`src/rtl/id_stage.sv`:
```
// RV32I instruction-decode stage: field/control decode, immediate generation, 32x32 register
// file, load-use hazard stall and ID/EX pipeline register. Optional macro REGFILE_BYPASS_EN.
module id_stage (
  input  logic        clk,
  input  logic        rst,
  input  logic [31:0] inst,
  input  logic [31:0] pc_in,
  input  logic        flush,
  input  logic        wb_we,
  input  logic [4:0]  wb_rd,
  input  logic [31:0] wb_data,
  output logic        PC_Write,
  output logic        IR_Write,
  output logic        ex_valid,
  output logic [31:0] ex_pc,
  output logic [31:0] ex_rs1_data,
  output logic [31:0] ex_rs2_data,
  output logic [31:0] ex_imm,
  output logic [4:0]  ex_rs1,
  output logic [4:0]  ex_rs2,
  output logic [4:0]  ex_rd,
  output logic [3:0]  ex_alu_op,
  output logic        ex_alu_src,
  output logic        ex_mem_read,
  output logic        ex_mem_write,
  output logic        ex_reg_write,
  output logic        ex_mem_to_reg,
  output logic        ex_branch,
  output logic        ex_jump
);

  typedef enum logic [6:0] {
    OpLoad   = 7'b0000011,
    OpOpImm  = 7'b0010011,
    OpAuipc  = 7'b0010111,
    OpStore  = 7'b0100011,
    OpOp     = 7'b0110011,
    OpLui    = 7'b0110111,
    OpBranch = 7'b1100011,
    OpJalr   = 7'b1100111,
    OpJal    = 7'b1101111
  } opcode_e;

  typedef enum logic [2:0] {
    ImmNone,
    ImmI,
    ImmS,
    ImmB,
    ImmU,
    ImmJ
  } imm_sel_e;

  typedef struct packed {
    logic        valid;
    logic [31:0] pc;
    logic [31:0] rs1_data;
    logic [31:0] rs2_data;
    logic [31:0] imm;
    logic [4:0]  rs1;
    logic [4:0]  rs2;
    logic [4:0]  rd;
    logic [3:0]  alu_op;
    logic        alu_src;
    logic        mem_read;
    logic        mem_write;
    logic        reg_write;
    logic        mem_to_reg;
    logic        branch;
    logic        jump;
  } idex_t;

  // Instruction fields
  logic [6:0] opcode;
  logic [4:0] rd;
  logic [2:0] funct3;
  logic [4:0] rs1;
  logic [4:0] rs2;
  logic [6:0] funct7;

  assign opcode = inst[6:0];
  assign rd     = inst[11:7];
  assign funct3 = inst[14:12];
  assign rs1    = inst[19:15];
  assign rs2    = inst[24:20];
  assign funct7 = inst[31:25];

  // Control decode
  imm_sel_e   imm_sel;
  logic [3:0] alu_op;
  logic       alu_src;
  logic       mem_read;
  logic       mem_write;
  logic       reg_write;
  logic       mem_to_reg;
  logic       branch;
  logic       jump;
  logic       use_rs1;
  logic       use_rs2;

  always_comb begin
    imm_sel    = ImmNone;
    alu_op     = 4'b0000;
    alu_src    = 1'b0;
    mem_read   = 1'b0;
    mem_write  = 1'b0;
    reg_write  = 1'b0;
    mem_to_reg = 1'b0;
    branch     = 1'b0;
    jump       = 1'b0;
    use_rs1    = 1'b1;
    use_rs2    = 1'b0;
    case (opcode_e'(opcode))
      OpOp: begin
        alu_op    = {funct7[5], funct3};
        reg_write = 1'b1;
        use_rs2   = 1'b1;
      end
      OpOpImm: begin
        // funct7[5] only distinguishes SRAI from SRLI; elsewhere it is immediate data
        alu_op    = {(funct3 == 3'b101) ? funct7[5] : 1'b0, funct3};
        imm_sel   = ImmI;
        alu_src   = 1'b1;
        reg_write = 1'b1;
      end
      OpLoad: begin
        imm_sel    = ImmI;
        alu_src    = 1'b1;
        mem_read   = 1'b1;
        reg_write  = 1'b1;
        mem_to_reg = 1'b1;
      end
      OpStore: begin
        imm_sel   = ImmS;
        alu_src   = 1'b1;
        mem_write = 1'b1;
        use_rs2   = 1'b1;
      end
      OpBranch: begin
        imm_sel = ImmB;
        alu_op  = 4'b1000;
        branch  = 1'b1;
        use_rs2 = 1'b1;
      end
      OpJal: begin
        imm_sel   = ImmJ;
        alu_src   = 1'b1;
        reg_write = 1'b1;
        jump      = 1'b1;
        use_rs1   = 1'b0;
      end
      OpJalr: begin
        imm_sel   = ImmI;
        alu_src   = 1'b1;
        reg_write = 1'b1;
        jump      = 1'b1;
      end
      OpLui, OpAuipc: begin
        imm_sel   = ImmU;
        alu_src   = 1'b1;
        reg_write = 1'b1;
        use_rs1   = 1'b0;
      end
      default: ;
    endcase
  end

  // Immediate generation
  logic [31:0] imm;

  always_comb begin
    imm = '0;
    case (imm_sel)
      ImmI:    imm = {{20{inst[31]}}, inst[31:20]};
      ImmS:    imm = {{20{inst[31]}}, inst[31:25], inst[11:7]};
      ImmB:    imm = {{19{inst[31]}}, inst[31], inst[7], inst[30:25], inst[11:8], 1'b0};
      ImmU:    imm = {inst[31:12], 12'b0};
      ImmJ:    imm = {{11{inst[31]}}, inst[31], inst[19:12], inst[20], inst[30:21], 1'b0};
      default: imm = '0;
    endcase
  end

  // Register file
  logic [31:0] rf_q [32];
  logic [31:0] rs1_data;
  logic [31:0] rs2_data;

  always_ff @(posedge clk) begin
    if (rst) begin
      for (int i = 0; i < 32; i++) begin
        rf_q[i] <= '0;
      end
    end else if (wb_we && (wb_rd != 5'd0)) begin
      rf_q[wb_rd] <= wb_data;
    end
  end

  always_comb begin
    rs1_data = (rs1 == 5'd0) ? 32'd0 : rf_q[rs1];
    rs2_data = (rs2 == 5'd0) ? 32'd0 : rf_q[rs2];
`ifdef REGFILE_BYPASS_EN
    if (wb_we && (wb_rd != 5'd0) && (wb_rd == rs1)) rs1_data = wb_data;
    if (wb_we && (wb_rd != 5'd0) && (wb_rd == rs2)) rs2_data = wb_data;
`endif
  end

  // Load-use hazard; flush wins because the stalled instruction is squashed anyway
  idex_t idex_q;
  idex_t idex_d;
  logic  hazard;
  logic  stall;
  logic  bubble;

  assign hazard = idex_q.valid && idex_q.mem_read && (idex_q.rd != 5'd0) &&
                  ((use_rs1 && (idex_q.rd == rs1)) || (use_rs2 && (idex_q.rd == rs2)));
  assign stall    = hazard && !flush;
  assign bubble   = hazard || flush;
  assign PC_Write = !stall;
  assign IR_Write = !stall;

  // ID/EX pipeline register
  always_comb begin
    idex_d = '0;
    if (!bubble) begin
      idex_d.valid      = 1'b1;
      idex_d.pc         = pc_in;
      idex_d.rs1_data   = rs1_data;
      idex_d.rs2_data   = rs2_data;
      idex_d.imm        = imm;
      idex_d.rs1        = rs1;
      idex_d.rs2        = rs2;
      idex_d.rd         = rd;
      idex_d.alu_op     = alu_op;
      idex_d.alu_src    = alu_src;
      idex_d.mem_read   = mem_read;
      idex_d.mem_write  = mem_write;
      idex_d.reg_write  = reg_write;
      idex_d.mem_to_reg = mem_to_reg;
      idex_d.branch     = branch;
      idex_d.jump       = jump;
    end
  end

  always_ff @(posedge clk) begin
    if (rst) begin
      idex_q <= '0;
    end else begin
      idex_q <= idex_d;
    end
  end

  assign ex_valid      = idex_q.valid;
  assign ex_pc         = idex_q.pc;
  assign ex_rs1_data   = idex_q.rs1_data;
  assign ex_rs2_data   = idex_q.rs2_data;
  assign ex_imm        = idex_q.imm;
  assign ex_rs1        = idex_q.rs1;
  assign ex_rs2        = idex_q.rs2;
  assign ex_rd         = idex_q.rd;
  assign ex_alu_op     = idex_q.alu_op;
  assign ex_alu_src    = idex_q.alu_src;
  assign ex_mem_read   = idex_q.mem_read;
  assign ex_mem_write  = idex_q.mem_write;
  assign ex_reg_write  = idex_q.reg_write;
  assign ex_mem_to_reg = idex_q.mem_to_reg;
  assign ex_branch     = idex_q.branch;
  assign ex_jump       = idex_q.jump;

endmodule
```
`config.mk`:
```
export PLATFORM = sky130hd
export DESIGN_NAME = id_stage
export DESIGN_NICKNAME = d
export VERILOG_FILES = /design/src/rtl/id_stage.sv
export SDC_FILE = /design/constraint.sdc
export NUM_CORES = 2
export LEC_CHECK = 0
export BUFFER_PORTS_ARGS = -buffer_cell sky130_fd_sc_hd__buf_2
export CELL_PAD_IN_SITES_DETAIL_PLACEMENT = 2
export CELL_PAD_IN_SITES_GLOBAL_PLACEMENT = 2
export CORE_AREA = 3 3 366 368
export CTS_CLUSTER_DIAMETER = 100
export CTS_CLUSTER_SIZE = 24
export DETAILED_ROUTE_END_ITERATION = 16
export DIE_AREA = 0 0 369 371
export GPL_ROUTABILITY_DRIVEN = 1
export PLACE_DENSITY_LB_ADDON = 0.3
export REMOVE_ABC_BUFFERS = 1
export SKIP_LAST_GASP = 1
export SYNTH_ARGS = -nofsm -noshare
export SYNTH_HDL_FRONTEND = slang
export SYNTH_SLANG_ARGS = --single-unit
```
`constraint.sdc`:
```
create_clock -name clk -period 2.66 [get_ports clk]
set_input_delay 0.133 -clock clk [delete_from_list [all_inputs] [get_ports clk]]
set_output_delay 0.133 -clock clk [all_outputs]
set_load 0.02 [all_outputs]
```
==> flow_summary.yaml <==
routing:
  postRouteAntennaNets: 0
  route.detailed.drc: 0
  drt-met1-wl_um: 88800
  wl_met3_um: 24100
  routed_wl_um: 245000
  via_per_inst: 6.71
  wl_met2_um: 117000
  routedWlPerCell_um: 39.5
  highest_layer: "met5"
  first_pass_iters: 6
  vias: 41600
  first_iter_violations: 5615
global_routing:
  overflow: 0
  grt.total_usage_pct: 35.5
  grt_pass1_vias: 44600
  antenna_found_initial: 27
  grt_pass1_wl_um: 345000
  grt_max_degree: 69
run_status:
  status: "finished clean"
sta:
  finalSetupViolations: 0
  tightest_slew_ps: 1090
  period_share_pct: 98.0
  max_freq_ghz: 0.384
  hold_viol: 0
  slew_headroom_pct: 26.9
  clock_skew_ps: 40.0
  finalCriticalPeriod_ps: 2610
  final-max-slew-violation-count: 0
logic_synthesis:
  netlist.area_leader.share_pct: 52.3
  synth-async-reset-ratio_pct: 0
  synth-seq-cells: 1178
  ys_types: 63
  syn_inst: 4128
  yosysTopAreaCell: "edfxtp_1"
  avgSynthCellArea_um2: 14.3
  seq_area_frac_synth_pct: 57.5
  synth_ff_type: "edfxtp_1"
  synth_common_cells: "1040 x and2_1, 1024 x edfxtp_1, 366 x mux4_2"
  synth.most_common_cell: "and2_1"
  synthTopCellsByArea: "edfxtp_1 52%, mux4_2 14%, and2_1 11%, dfxtp_1 5.2%, mux2_2 3.0%"
  syn_area_um2: 58800
  synth_edf_count: 1024
  yosysWarningCount: 0
layout:
  num-fill-cells: 12200
  multi_input_area_um2: 23600
  seq_area_um2: 33800
  fin_util_pct: 50.6
  post-route-cell-area_um2: 66300
  largest-register: "rf_q"
  drive_gt1_share_pct: 27.7
  final_net_count: 4496
  largest_reg_flops: 1024
  synthToLayoutAreaGrowth_pct: 12.7
placement:
  postPlaceCellArea_um2: 63700
  numPortBuffers: 261
  finalWeightedCongestion: 0.870
  dp_hpwl_um: 160000
critical_path:
  crit_path_end_kind: "flip-flop"
  worstPathRequired_ps: 3260
  cp_max_fo: 58
  critPathMaxStageDelay_ps: 530
  cp_slowest_cell: "or4_4"
  crit_path_cell_trace: "or4_4 -> o211ai_1 -> nor4_4 -> a211o_4 -> buf_12 -> nor4_1"
  path_buf_inv: 1
  worstPathArrival_ps: 3210
  crit_family: "simple AND/OR/NAND/NOR gates"
  worstSetupPathType: "reg -> reg"
  startpoint_type: "flip-flop"
floorplanning:
  fp.coreArea_um2: 131000
  row_count: 133
  die_x_um: 369
  die_area_um2: 137000
  num_io_pins: 262
  fp.dieH_um: 371
  start_util_pct: 44.9
clock_tree:
  clockBufferDepth: 3
  cts_sinks: 1178
  cts.root.buffer_cell: "clkbuf_16"
  cts_buffers: 57
  postCtsSetupRepairBufs: 0
  path_clk_slew_ps: 110
  clkLatencyLatePin_ps: 740
  cts_tree: "done"
  htreeDepth: 2
flow_run:
  drv_cap: 0
worst_hold_path:
  hold_path.class: "in -> reg"
power_and_ir_drop:
  p_leak_nw: 23.7
  power_w: 0.0378
  cellPowerDensity_nw_per_um2: 570
  ir_worst_vdd_v: 0.000602
==> worst reg2reg max path, cell delays in order, from the launching register on <==
cell      delay (ps)
dfxtp_2          360
or4_4            530
o211ai_1         310
nor4_4            90
a211o_4          440
buf_12           270
nor4_1           490
==> cell usage in the layout, fill, tap and decap left out, types with 10 or more instances in the layout <==
cell type and instances:
nand3_1 10, nor2_1 48, nor2b_1 48, a22o_1 10, nor3_2 10, mux4_2 366
dfxtp_1 151, or2_2 34, mux2i_1 160, conb_1 32, o22ai_1 173, clkbuf_1 36
buf_12 61, nor3_1 63, a211oi_1 19, buf_4 206, nand2_1 24, mux2_2 156
or4_1 47, edfxtp_1 1024, clkbuf_16 59, dlygate4sd3_1 76, and2_1 1040, a21oi_1 58
nor4_1 27, buf_2 253, nor2_4 32, a22oi_1 80
==> layout make-up <==
| class | instances | area share (%) |
|---|---|---|
| Timing Repair Buffer | 601 | 7.34 |
| Inverter | 3 | 0.0170 |
| Tap cell | 1755 | 3.31 |
| Multi-Input combinational cell | 2550 | 35.6 |
| Antenna cell | 7 | 0.0264 |
| Clock inverter | 13 | 0.266 |
| Sequential cell | 1178 | 51.0 |
| Clock buffer | 95 | 2.43 |
==> power breakdown <==
group / leakage (nW) / internal (W) / switching, W / total, W
clock network: 0.856 / 0.00452 / 0.00637 / 0.0109
logic: 11.8 / 0.00212 / 0.00310 / 0.00522
registers: 11.0 / 0.0210 / 0.000678 / 0.0217
==> layer usage <==
layer  track usage (%)  vias up
met2              58.3     2731
met4              18.6       12
met5                 0        -
li1                  -    16100
met3              7.39      746
met1              44.2    22100
==> what timing repair did <==
item,CTS,global route
endpoints found under the setup margin,2,5
hold buffers,76,0
hold endpoints to repair,152,0
gates resized for setup,1,20
pin swaps,0,3
==> path summary, 6_finish.rpt <==
| kind | from | slack, ps | endpoint | cells after the start |
|---|---|---|---|---|
| max | ex_rd[2]$_SDFF_PP0_ | 50 | ex_rs1_data[13]$_SDFF_PP0_ | 6 |
| min reg2reg | rf_q[30][23]$_SDFFCE_PN0P_ | 930 | ex_rs1_data[23]$_SDFF_PP0_ | 3 |
| max reg2reg | ex_rd[2]$_SDFF_PP0_ | 50 | ex_rs1_data[13]$_SDFF_PP0_ | 6 |
| min | wb_data[13] | 30 | rf_q[27][13]$_SDFFCE_PN0P_ | 2 |
==> kinds of logic (layout without fill, tap and decap cells) <==
logic type,count (synthesis),after routing,synth area share (%)
AOI/OAI and AO/OA,380,380,4.28
and+or+nand+nor,1446,1446,15.1
muxes,682,682,19.7
xor gates and xnor gates,10,10,0.149
DFF,1178,1178,57.5
buffers and inverters,431,712,3.22
other,1,39,0.00637
==> metrics by stage <==
| stage | setup TNS, ps | instances | hold slack [ps] | worst slack (ps) |
|---|---|---|---|---|
| floorplan | -178290 | 3731 | 211 | -1620 |
| global placement | -284 | 6011 | 334 | -143 |
| detailed placement | -454 | 6011 | 339 | -256 |
| CTS | 0 | 6195 | 7.47 | 0.746 |
| global route | -22.8 | 6195 | 38.9 | -14.8 |
| finish | 0 | 6202 | 32.0 | 53.0 |
No activity file was read; power rests on OpenSTA's default activity.
